**config.mk**
```make
export PLATFORM = sky130hd
export DESIGN_NAME = mmio_uart_tx
export DESIGN_NICKNAME = d
export VERILOG_FILES = /design/src/rtl/mmio_uart_tx_pkg.sv /design/src/rtl/mmio_uart_tx_fifo.sv /design/src/rtl/mmio_uart_tx.sv
export SDC_FILE = /design/constraint.sdc
export NUM_CORES = 1
export LEC_CHECK = 0
export ABC_AREA = 1
export CAP_MARGIN = 40
export CORE_MARGIN = 2
export CORE_UTILIZATION = 53
export DETAILED_ROUTE_END_ITERATION = 16
export GPL_TIMING_DRIVEN = 0
export PLACE_DENSITY = 0.76
export SETUP_SLACK_MARGIN = 0.05
export SLEW_MARGIN = 10
export SYNTH_ARGS = -nofsm -noshare
export SYNTH_HDL_FRONTEND = slang
export SYNTH_SLANG_ARGS = --single-unit
export TNS_END_PERCENT = 1
```
**constraint.sdc**
```tcl
create_clock -name clock -period 2.67 [get_ports clock]
set_clock_uncertainty 0.05 [all_clocks]
set_input_delay 0.801 -clock clock [delete_from_list [all_inputs] [get_ports clock]]
set_output_delay 0.801 -clock clock [all_outputs]
set_load 0.02 [all_outputs]
```
**src/rtl/mmio_uart_tx_pkg.sv**
```systemverilog
// Shared definitions for the memory-mapped UART transmitter: register
// offsets inside the 4-byte window, STATUS bit layout and serializer states.
`timescale 1ns/1ps
package mmio_uart_tx_pkg;

   localparam logic [1:0] OFF_DATA   = 2'd0;
   localparam logic [1:0] OFF_STATUS = 2'd1;
   localparam logic [1:0] OFF_DIV    = 2'd2;
   localparam logic [1:0] OFF_RSVD   = 2'd3;

   localparam int STAT_EMPTY     = 0;
   localparam int STAT_FULL      = 1;
   localparam int STAT_BUSY      = 2;
   localparam int STAT_COUNT_LSB = 4;
   localparam int STAT_COUNT_MSB = 6;
   localparam int STAT_OVERFLOW  = 7;

   typedef enum logic [1:0] {
      ST_IDLE,
      ST_START,
      ST_DATA,
      ST_STOP
   } tx_state_t;

endpackage

```
**src/rtl/mmio_uart_tx_fifo.sv**
```systemverilog
// Circular transmit FIFO. A push into a full FIFO is only taken when a pop
// happens in the same cycle; a pop from an empty FIFO is ignored.
`timescale 1ns/1ps
module tx_fifo #(
   parameter int DEPTH = 4,
   parameter int WIDTH = 8
) (
   input  logic                       clock,
   input  logic                       reset,
   input  logic                       push,
   input  logic                       pop,
   input  logic [WIDTH-1:0]           wdata,
   output logic [WIDTH-1:0]           rdata,
   output logic                       full,
   output logic                       empty,
   output logic [$clog2(DEPTH):0]     count
);

   localparam int AW = $clog2(DEPTH);
   localparam int CW = AW + 1;

   logic [WIDTH-1:0] mem [DEPTH];
   logic [AW-1:0]    wr_ptr;
   logic [AW-1:0]    rd_ptr;
   logic             do_push;
   logic             do_pop;

   assign empty   = (count == '0);
   assign full    = (count == CW'(DEPTH));
   assign do_pop  = pop & ~empty;
   assign do_push = push & (~full | do_pop);
   assign rdata   = mem[rd_ptr];

   // Pointer and occupancy bookkeeping; pointers wrap naturally at DEPTH.
   always_ff @(posedge clock or negedge reset) begin
      if (!reset) begin
         wr_ptr <= '0;
         rd_ptr <= '0;
         count  <= '0;
      end else begin
         if (do_push) wr_ptr <= wr_ptr + AW'(1);
         if (do_pop)  rd_ptr <= rd_ptr + AW'(1);
         case ({do_push, do_pop})
            2'b10:   count <= count + CW'(1);
            2'b01:   count <= count - CW'(1);
            default: count <= count;
         endcase
      end
   end

   // Storage array; contents are don't-care until written, so no reset.
   always_ff @(posedge clock) begin
      if (do_push) mem[wr_ptr] <= wdata;
   end

endmodule

```
**src/rtl/mmio_uart_tx.sv**
```systemverilog
// Memory-mapped 8N1 UART transmitter. Stores to DATA queue bytes, loads
// return STATUS/DIV one cycle later with 'hit' steering the CPU read mux.
`timescale 1ns/1ps
module mmio_uart_tx #(
   parameter logic [7:0] BASE_ADDR  = 8'hF0,
   parameter int         FIFO_DEPTH = 4,
   parameter logic [7:0] DIV_RESET  = 8'd16
) (
   input  logic       clock,
   input  logic       reset,
   input  logic       MemRead,
   input  logic       MemWrite,
   input  logic [7:0] address,
   input  logic [7:0] data_in,
   output logic [7:0] data_out,
   output logic       hit,
   output logic       tx,
   output logic       irq
);

   import mmio_uart_tx_pkg::*;

   localparam int CW = $clog2(FIFO_DEPTH) + 1;

   logic            sel;
   logic [1:0]      offset;
   logic            wr_access;
   logic            rd_access;
   logic            push_req;
   logic            div_wr;
   logic [7:0]      divisor;
   logic [7:0]      baud_reload;
   logic            overflow;
   logic [7:0]      status;
   logic [7:0]      read_mux;
   logic            busy;

   logic            fifo_pop;
   logic [7:0]      fifo_rdata;
   logic            fifo_full;
   logic            fifo_empty;
   logic [CW-1:0]   fifo_count;

   tx_state_t       state, state_next;
   logic [7:0]      baud_cnt, baud_next;
   logic [2:0]      bit_cnt, bit_next;
   logic [7:0]      shift, shift_next;

   // A write and a read in the same cycle is treated as a write only.
   assign sel         = (address[7:2] == BASE_ADDR[7:2]);
   assign offset      = address[1:0];
   assign wr_access   = MemWrite & sel;
   assign rd_access   = MemRead & ~MemWrite & sel;
   assign push_req    = wr_access & (offset == OFF_DATA);
   assign div_wr      = wr_access & (offset == OFF_DIV);
   assign baud_reload = (divisor == 8'd0) ? 8'd0 : divisor - 8'd1;
   assign busy        = (state != ST_IDLE);
   assign irq         = fifo_empty & ~busy;

   tx_fifo #(
      .DEPTH (FIFO_DEPTH),
      .WIDTH (8)
   ) u_fifo (
      .clock (clock),
      .reset (reset),
      .push  (push_req),
      .pop   (fifo_pop),
      .wdata (data_in),
      .rdata (fifo_rdata),
      .full  (fifo_full),
      .empty (fifo_empty),
      .count (fifo_count)
   );

   // Assemble STATUS and select the register being read.
   always_comb begin
      status                                = '0;
      status[STAT_EMPTY]                    = fifo_empty;
      status[STAT_FULL]                     = fifo_full;
      status[STAT_BUSY]                     = busy;
      status[STAT_COUNT_MSB:STAT_COUNT_LSB] = 3'(fifo_count);
      status[STAT_OVERFLOW]                 = overflow;
      read_mux = '0;
      case (offset)
         OFF_STATUS: read_mux = status;
         OFF_DIV:    read_mux = divisor;
         default:    read_mux = '0;
      endcase
   end

   // Bus-side registers: divisor, sticky overflow and the registered read port.
   always_ff @(posedge clock or negedge reset) begin
      if (!reset) begin
         divisor  <= DIV_RESET;
         overflow <= 1'b0;
         hit      <= 1'b0;
         data_out <= '0;
      end else begin
         if (div_wr) divisor <= data_in;
         if (push_req && fifo_full && !fifo_pop)
            overflow <= 1'b1;
         else if (rd_access && offset == OFF_STATUS)
            overflow <= 1'b0;
         hit      <= rd_access;
         data_out <= rd_access ? read_mux : 8'd0;
      end
   end

   // Serializer state register.
   always_ff @(posedge clock or negedge reset) begin
      if (!reset) begin
         state    <= ST_IDLE;
         baud_cnt <= '0;
         bit_cnt  <= '0;
         shift    <= '0;
      end else begin
         state    <= state_next;
         baud_cnt <= baud_next;
         bit_cnt  <= bit_next;
         shift    <= shift_next;
      end
   end

   // Serializer next-state and line output; the baud counter is reloaded
   // only at bit boundaries, so a new divisor applies from the next bit.
   always_comb begin
      state_next = state;
      baud_next  = baud_cnt;
      bit_next   = bit_cnt;
      shift_next = shift;
      fifo_pop   = 1'b0;
      tx         = 1'b1;
      case (state)
         ST_IDLE: begin
            if (!fifo_empty) begin
               fifo_pop   = 1'b1;
               shift_next = fifo_rdata;
               baud_next  = baud_reload;
               state_next = ST_START;
            end
         end
         ST_START: begin
            tx = 1'b0;
            if (baud_cnt == 8'd0) begin
               state_next = ST_DATA;
               bit_next   = 3'd0;
               baud_next  = baud_reload;
            end else begin
               baud_next = baud_cnt - 8'd1;
            end
         end
         ST_DATA: begin
            tx = shift[0];
            if (baud_cnt == 8'd0) begin
               shift_next = {1'b0, shift[7:1]};
               baud_next  = baud_reload;
               if (bit_cnt == 3'd7)
                  state_next = ST_STOP;
               else
                  bit_next = bit_cnt + 3'd1;
            end else begin
               baud_next = baud_cnt - 8'd1;
            end
         end
         ST_STOP: begin
            tx = 1'b1;
            if (baud_cnt == 8'd0) begin
               if (!fifo_empty) begin
                  fifo_pop   = 1'b1;
                  shift_next = fifo_rdata;
                  baud_next  = baud_reload;
                  state_next = ST_START;
               end else begin
                  state_next = ST_IDLE;
               end
            end else begin
               baud_next = baud_cnt - 8'd1;
            end
         end
         default: state_next = ST_IDLE;
      endcase
   end

endmodule

```
; ---- Word-level counts from Yosys, hierarchy flattened
; Memories as Yosys holds them, arrays and structs flattened.
; Index checks and enable logic that the tools add are counted.
[op_classes]
add_sub_neg = 7
eq_ne = 16
mux = 31
n_bitwise = 13
n_reduce_logical = 18
[ops]
columns = cell, n
row1 = 8-bit two-way mux, 8
row2 = 8-bit case mux with 3 select lines, 2
row3 = 8-bit zero test, 2
row4 = 8-bit case mux with 2 select lines, 1
row5 = 8-bit by 1-bit subtractor with 8-bit output (second input constant), 2
row6 = 2-bit inequality test (second input constant), 6
row7 = 3-bit case mux with 2 select lines, 2
row8 = 2-bit two-way mux, 5
row9 = 3-bit two-way mux, 3
row10 = 1-bit AND, 8
row11 = 2-bit equality test (second input constant), 4
row12 = 2-bit case mux with 4 select lines, 1
row13 = 2-bit nonzero test, 4
row14 = 1-bit two-way mux, 7
row15 = 3-bit by 1-bit adder with 3-bit output (second input constant), 2
row16 = 2-bit by 1-bit equality test with 1-bit output (second input constant), 3
row17 = 3-bit equality test (second input constant), 2
row18 = 6-bit equality test (second input constant), 1
row19 = 5-bit AND reduction, 1
row20 = 2-bit by 1-bit adder with 2-bit output (second input constant), 2
row21 = 2-bit zero test, 2
row22 = 1-bit inverter, 4
row23 = 1-bit case mux with 2 select lines, 2
row24 = 4-bit AND reduction, 1
row25 = other kinds (8), 10
[word_totals]
reg_bits = 46
ramBits = 32
memories = 1
[memory_table]
columns = name, words, width, read_ports, rd_clocked_by_memory_dff, wr, line
row1 = u_fifo.mem, 4, 8, 1, 0, 1, mmio_uart_tx_fifo.sv:22  ; logic [WIDTH-1:0] mem [DEPTH];

; ---- Longest topological paths before layout
[logic_depth]
word_depth = 9
depth_mapped = 17

; ---- Cells and area by module
; A second synthesis with hierarchy kept.
[unflattened]
cells_unflattened = 487
hier_area_um2 = 4304.1
[by_module_without_submodules]
columns = mod, n_inst, cells_each, area_per_inst_um2
row1 = mmio_uart_tx, 1, 339, 2588.7
row2 = tx_fifo, 1, 148, 1715.4

; ---- Worst setup path after synthesis
; Ideal clock, no wire load.
[synth_path]
path_kind = register to register
from = register baud_cnt[0]
to = register u_fifo.count[2]
setup_ps = 131
arrival_time_ps = 2299
slack_ps = 190
stages_incl_launch_ff = 17
path_buffers = 0
synth_period_minus_slack_ps = 2480
path_cell_list = dfrtp_1 > inv_1 > ha_1 > inv_1 > nor2_2 > nand3_2 > nor2_4 > nand2_1 > nand2_1 > nand3_1 > inv_1 > ha_1 > inv_1 > fa_1 > a21oi_1 > o21ai_0 > xor2_1
[synth_between]
elab_chain_len = 8
[synth_lines]
columns = element, line
row1 = "start, declared", mmio_uart_tx.sv:45  ; logic [7:0] baud_cnt, baud_next;
row2 = "start signal, assigned", mmio_uart_tx.sv:118  ; baud_cnt <= baud_next;
row3 = 8-bit zero test *, mmio_uart_tx.sv:167  ; if (baud_cnt == 8'd0) begin
row4 = 1-bit two-way mux *, mmio_uart_tx.sv:167
row5 = 1-bit case mux with 2 select lines *, mmio_uart_tx.sv:133  ; case (state)
row6 = 1-bit AND *, mmio_uart_tx_fifo.sv:30  ; assign do_pop = pop & ~empty;
row7 = via u_fifo.do_pop, mmio_uart_tx_fifo.sv:26  ; logic do_pop;
row8 = 1-bit bitwise OR, mmio_uart_tx_fifo.sv:31  ; assign do_push = push & (~full | do_pop);
row9 = 1-bit AND, mmio_uart_tx_fifo.sv:31
row10 = 2-bit by 1-bit equality test with 1-bit output or 2-bit equality test (tied branches), mmio_uart_tx_fifo.sv:43  ; case ({do_push, do_pop})
row11 = 3-bit case mux with 2 select lines or 2-bit nonzero test (tied branches), -
row12 = "end signal, assigned", mmio_uart_tx_fifo.sv:44  ; 2'b10: count <= count + CW'(1);
row13 = "end signal, assigned", mmio_uart_tx_fifo.sv:45  ; 2'b01: count <= count - CW'(1);
row14 = "end signal, assigned", mmio_uart_tx_fifo.sv:46  ; default: count <= count;
row15 = "end, declared", mmio_uart_tx_fifo.sv:16  ; output logic [$clog2(DEPTH):0] count
; The timed path passes the listed nets; every way through them passes the cells marked *.
; A chain may end at the register's enable or synchronous reset.

; ---- Final worst setup path
[layout_path]
from = register u_fifo.count[1]
to = output irq
[layout_between]
elab_chain_len = 2
[layout_lines]
columns = element, line
row1 = 3-bit zero test, mmio_uart_tx_fifo.sv:28  ; assign empty = (count == '0);
row2 = 1-bit AND, mmio_uart_tx.sv:58  ; assign irq = fifo_empty & ~busy;
row3 = "end, declared", mmio_uart_tx.sv:18  ; output logic irq
; No other way between the ends.

==> results.yml <==
pwr:
  cellPowerDensity_mw_per_mm2: 960
  internal_power_mw: 2.66
  p_switching_mw: 1.88
  ir_worst_vdd_v: 0.000439
  swShare_pct: 41.4
  power_mw: 4.54
  clkPwrFrac_pct: 18.7
  leakage_nw: 2.07
  power_frac_comb_pct: 46.2
  p_seq_share_pct: 35.1
layout:
  fillers: 586
  fin_nets: 544
  final_cell_area_mm2: 0.00473
  n_antenna_cell: 0
  final_util_pct: 64.6
  final_common_cell: "nand2_1"
  register_area_mm2: 0.00211
  multi_input_area_mm2: 0.00170
  area_growth_pct: 16.8
  layout.cells.non_filler: 609
  final_cell_mix: "nand2_1 (93), nor2_1 (57), inv_1 (56)"
  drive_above_1_share_pct: 9.41
logic_synthesis:
  synthSimpleGateAreaFrac_pct: 19.8
  synth_edf_count: 32
  synth_mux_area_share_pct: 0
  syn-cell-area_mm2: 0.00406
  synth_top_flop_cell: "dfrtp_1"
  synth-xor-area-share_pct: 1.30
  ys_ff_latch: 78
  ys_types: 37
  synth_area_leaders: "dfrtp_1 (28%), edfxtp_1 (24%), nand2_1 (8.7%), ha_1 (5.6%), nor2_1 (5.5%)"
  synth-compound-area-share_pct: 13.8
  synth_cells: 462
  synthAdderAreaFrac_pct: 6.05
  synth.largest_area_cell: "dfrtp_1"
  postSynth.asyncResetShare_pct: 59.0
  ys_seq_area_share_pct: 52.1
  syn_area_per_cell_um2: 8.78
  synth_top_family_by_area: "simple AND/OR/NAND/NOR gates"
  synth_nets: 501
  yosysWarnings: 0
  synth_top_area_share_pct: 27.8
place:
  placed_cell_area_mm2: 0.00450
  gp_congestion: 0.890
  portBuffers: 30
  dpl.hpwl_um: 6240
  dp_worst_setup_slack_ns: -0.352
  dp.cells: 592
routing:
  routedWlPerCell_um: 14.4
  drt-pass1-iter-count: 5
  drtIter0Drc: 157
  drc: 0
  dr_wl_met2_um: 4230
  wl_met1_um: 3910
  ant_nets: 0
  top_layer: "met4"
  routed_wl_um: 8760
  met3WireLength_um: 480
  via_per_inst: 5.40
  via_count: 3286
setup_path:
  startpoint_type: "flip-flop"
  endpoint_kind: "output pin"
  required_ns: 1.82
  critical_path.max_fanout: 7
  crit_type: "flip-flop to output pin"
  crit_arrival_ns: 1.75
  r2r_setup_slack_ns: 0.08
cts:
  cts_tree: "built"
  clk_latency_ns: 0.35
  htree_levels: 3
  cts_buffers: 9
  cts_sinks: 78
  root_buffer: "clkbuf_8"
  cts_hold_buf: 0
  cts_buffer_depth: 2
  path_clk_slew_ns: 0.08
sta:
  finalSetupTns_ns: 0
  worst_pin_slew_ns: 0.756
  min_period_ns: 2.60
  setup_viol: 0
  worst_slack_ns: 0.0652
  slew_headroom_pct: 49.4
  fin_crit_sh_pct: 97.6
  max_freq_mhz: 384
  rsz0062_at_grt: "yes"
  fin_hold_ws_ns: 0.425
  drv_slew: 0
  hold_violations: 0
status:
  status: "finished, final reports clean"
die:
  die_area_mm2: 0.00837
  core_mm2: 0.00733
  die_w_um: 91.5
  rows: 31
  fp.dieH_um: 91.5
  boundaryPins: 31
  start_util_pct: 55.3
grt:
  grt_pass1_vias: 3238
  grt_overflow: 0
  grt_pass1_wl_um: 15200
  antenna_found_initial: 0
  grt_max_degree: 27
  grt_usage_pct: 23.2
job:
  cap_violations: 0
worst_hold_path:
  hp-class: "input port to asynchronous set/reset pin"
[worst paths after layout]
kind	startpoint	endpoint	cells after the start
setup / recovery	u_fifo.count[1]	irq	4
hold / removal	reset	u_fifo.wr_ptr[0]	1
setup reg to reg	baud_cnt[0]	u_fifo.mem[1][6]	12
hold reg to reg	bit_cnt[2]	bit_cnt[2]	1
max in group asynchronous	reset	state[1]	2
min in group clock	bit_cnt[2]	bit_cnt[2]	1
[worst max-delay path, stage by stage, from the launching register on]
cell           delay [ns]
dfrtp_1              0.41
nor2_1               0.15
nand2_1              0.25
nor2_1               0.24
dlygate4sd2_1        0.36
[cell usage after synthesis (2+ instances only)]
master / number
dfrtp_1: 45
o21a_1: 8
nand2_2: 4
buf_2: 4
or2_2: 2
nand3_1: 19
xnor2_1: 2
edfxtp_1: 32
a21oi_1: 30
nand2_1: 94
a32o_1: 2
nand4_1: 3
nor2_2: 2
o21ai_0: 42
nor2_1: 59
ha_1: 18
clkbuf_1: 6
o22ai_1: 9
inv_1: 57
o21ai_2: 2
nor3_1: 3
xor2_1: 4
[state kept, by name, indices dropped and copies added (netlist names), 3 cells and up]
signal	flops
u_fifo.count	3
divisor	8
shift	8
baud_cnt	8
bit_cnt	3
u_fifo.mem	32
data_out	8
[layout make-up]
cell class	instances	area share, %
plain buffers	12	1.29
clock buffers	12	2.85
clock inverters	4	1.03
inverters	58	4.60
multi-input cells	313	35.9
flip-flops and latches	78	44.7
well taps	99	2.62
repair buffers	33	7.00
[kinds of logic after synthesis]
group	count (synthesis)
xor gates and xnor gates	6
adders and majority gates	19
and+or+nand+nor	190
DFF	78
buffers and inverters	71
AOI/OAI and AO/OA	98
[what timing repair did]
item / CTS / global route
setup endpoints to repair: 36 / 32
buffers inserted: 1 / 1
pin swaps: 1 / 1
gates resized for setup: 6 / 12
[power groups by stage]
stage	clock [mW]	sequential, mW	combinational, mW
2_1_floorplan	0	1.58	1.53
3_3_place_gp	0	1.61	1.93
3_5_place_dp	0	1.61	2.00
4_1_cts	0.863	1.59	2.02
5_1_grt	0.912	1.62	2.40
6_report	0.849	1.60	2.10
[layer usage]
layer / track usage [%] / vias to the layer above
li1: - / 1601
met1: 30.6 / 1573
met2: 38.1 / 99
met3: 4.98 / 13
met4: 8.08 / 0
met5: 0 / -
No activity file was read; power rests on OpenSTA's default activity.
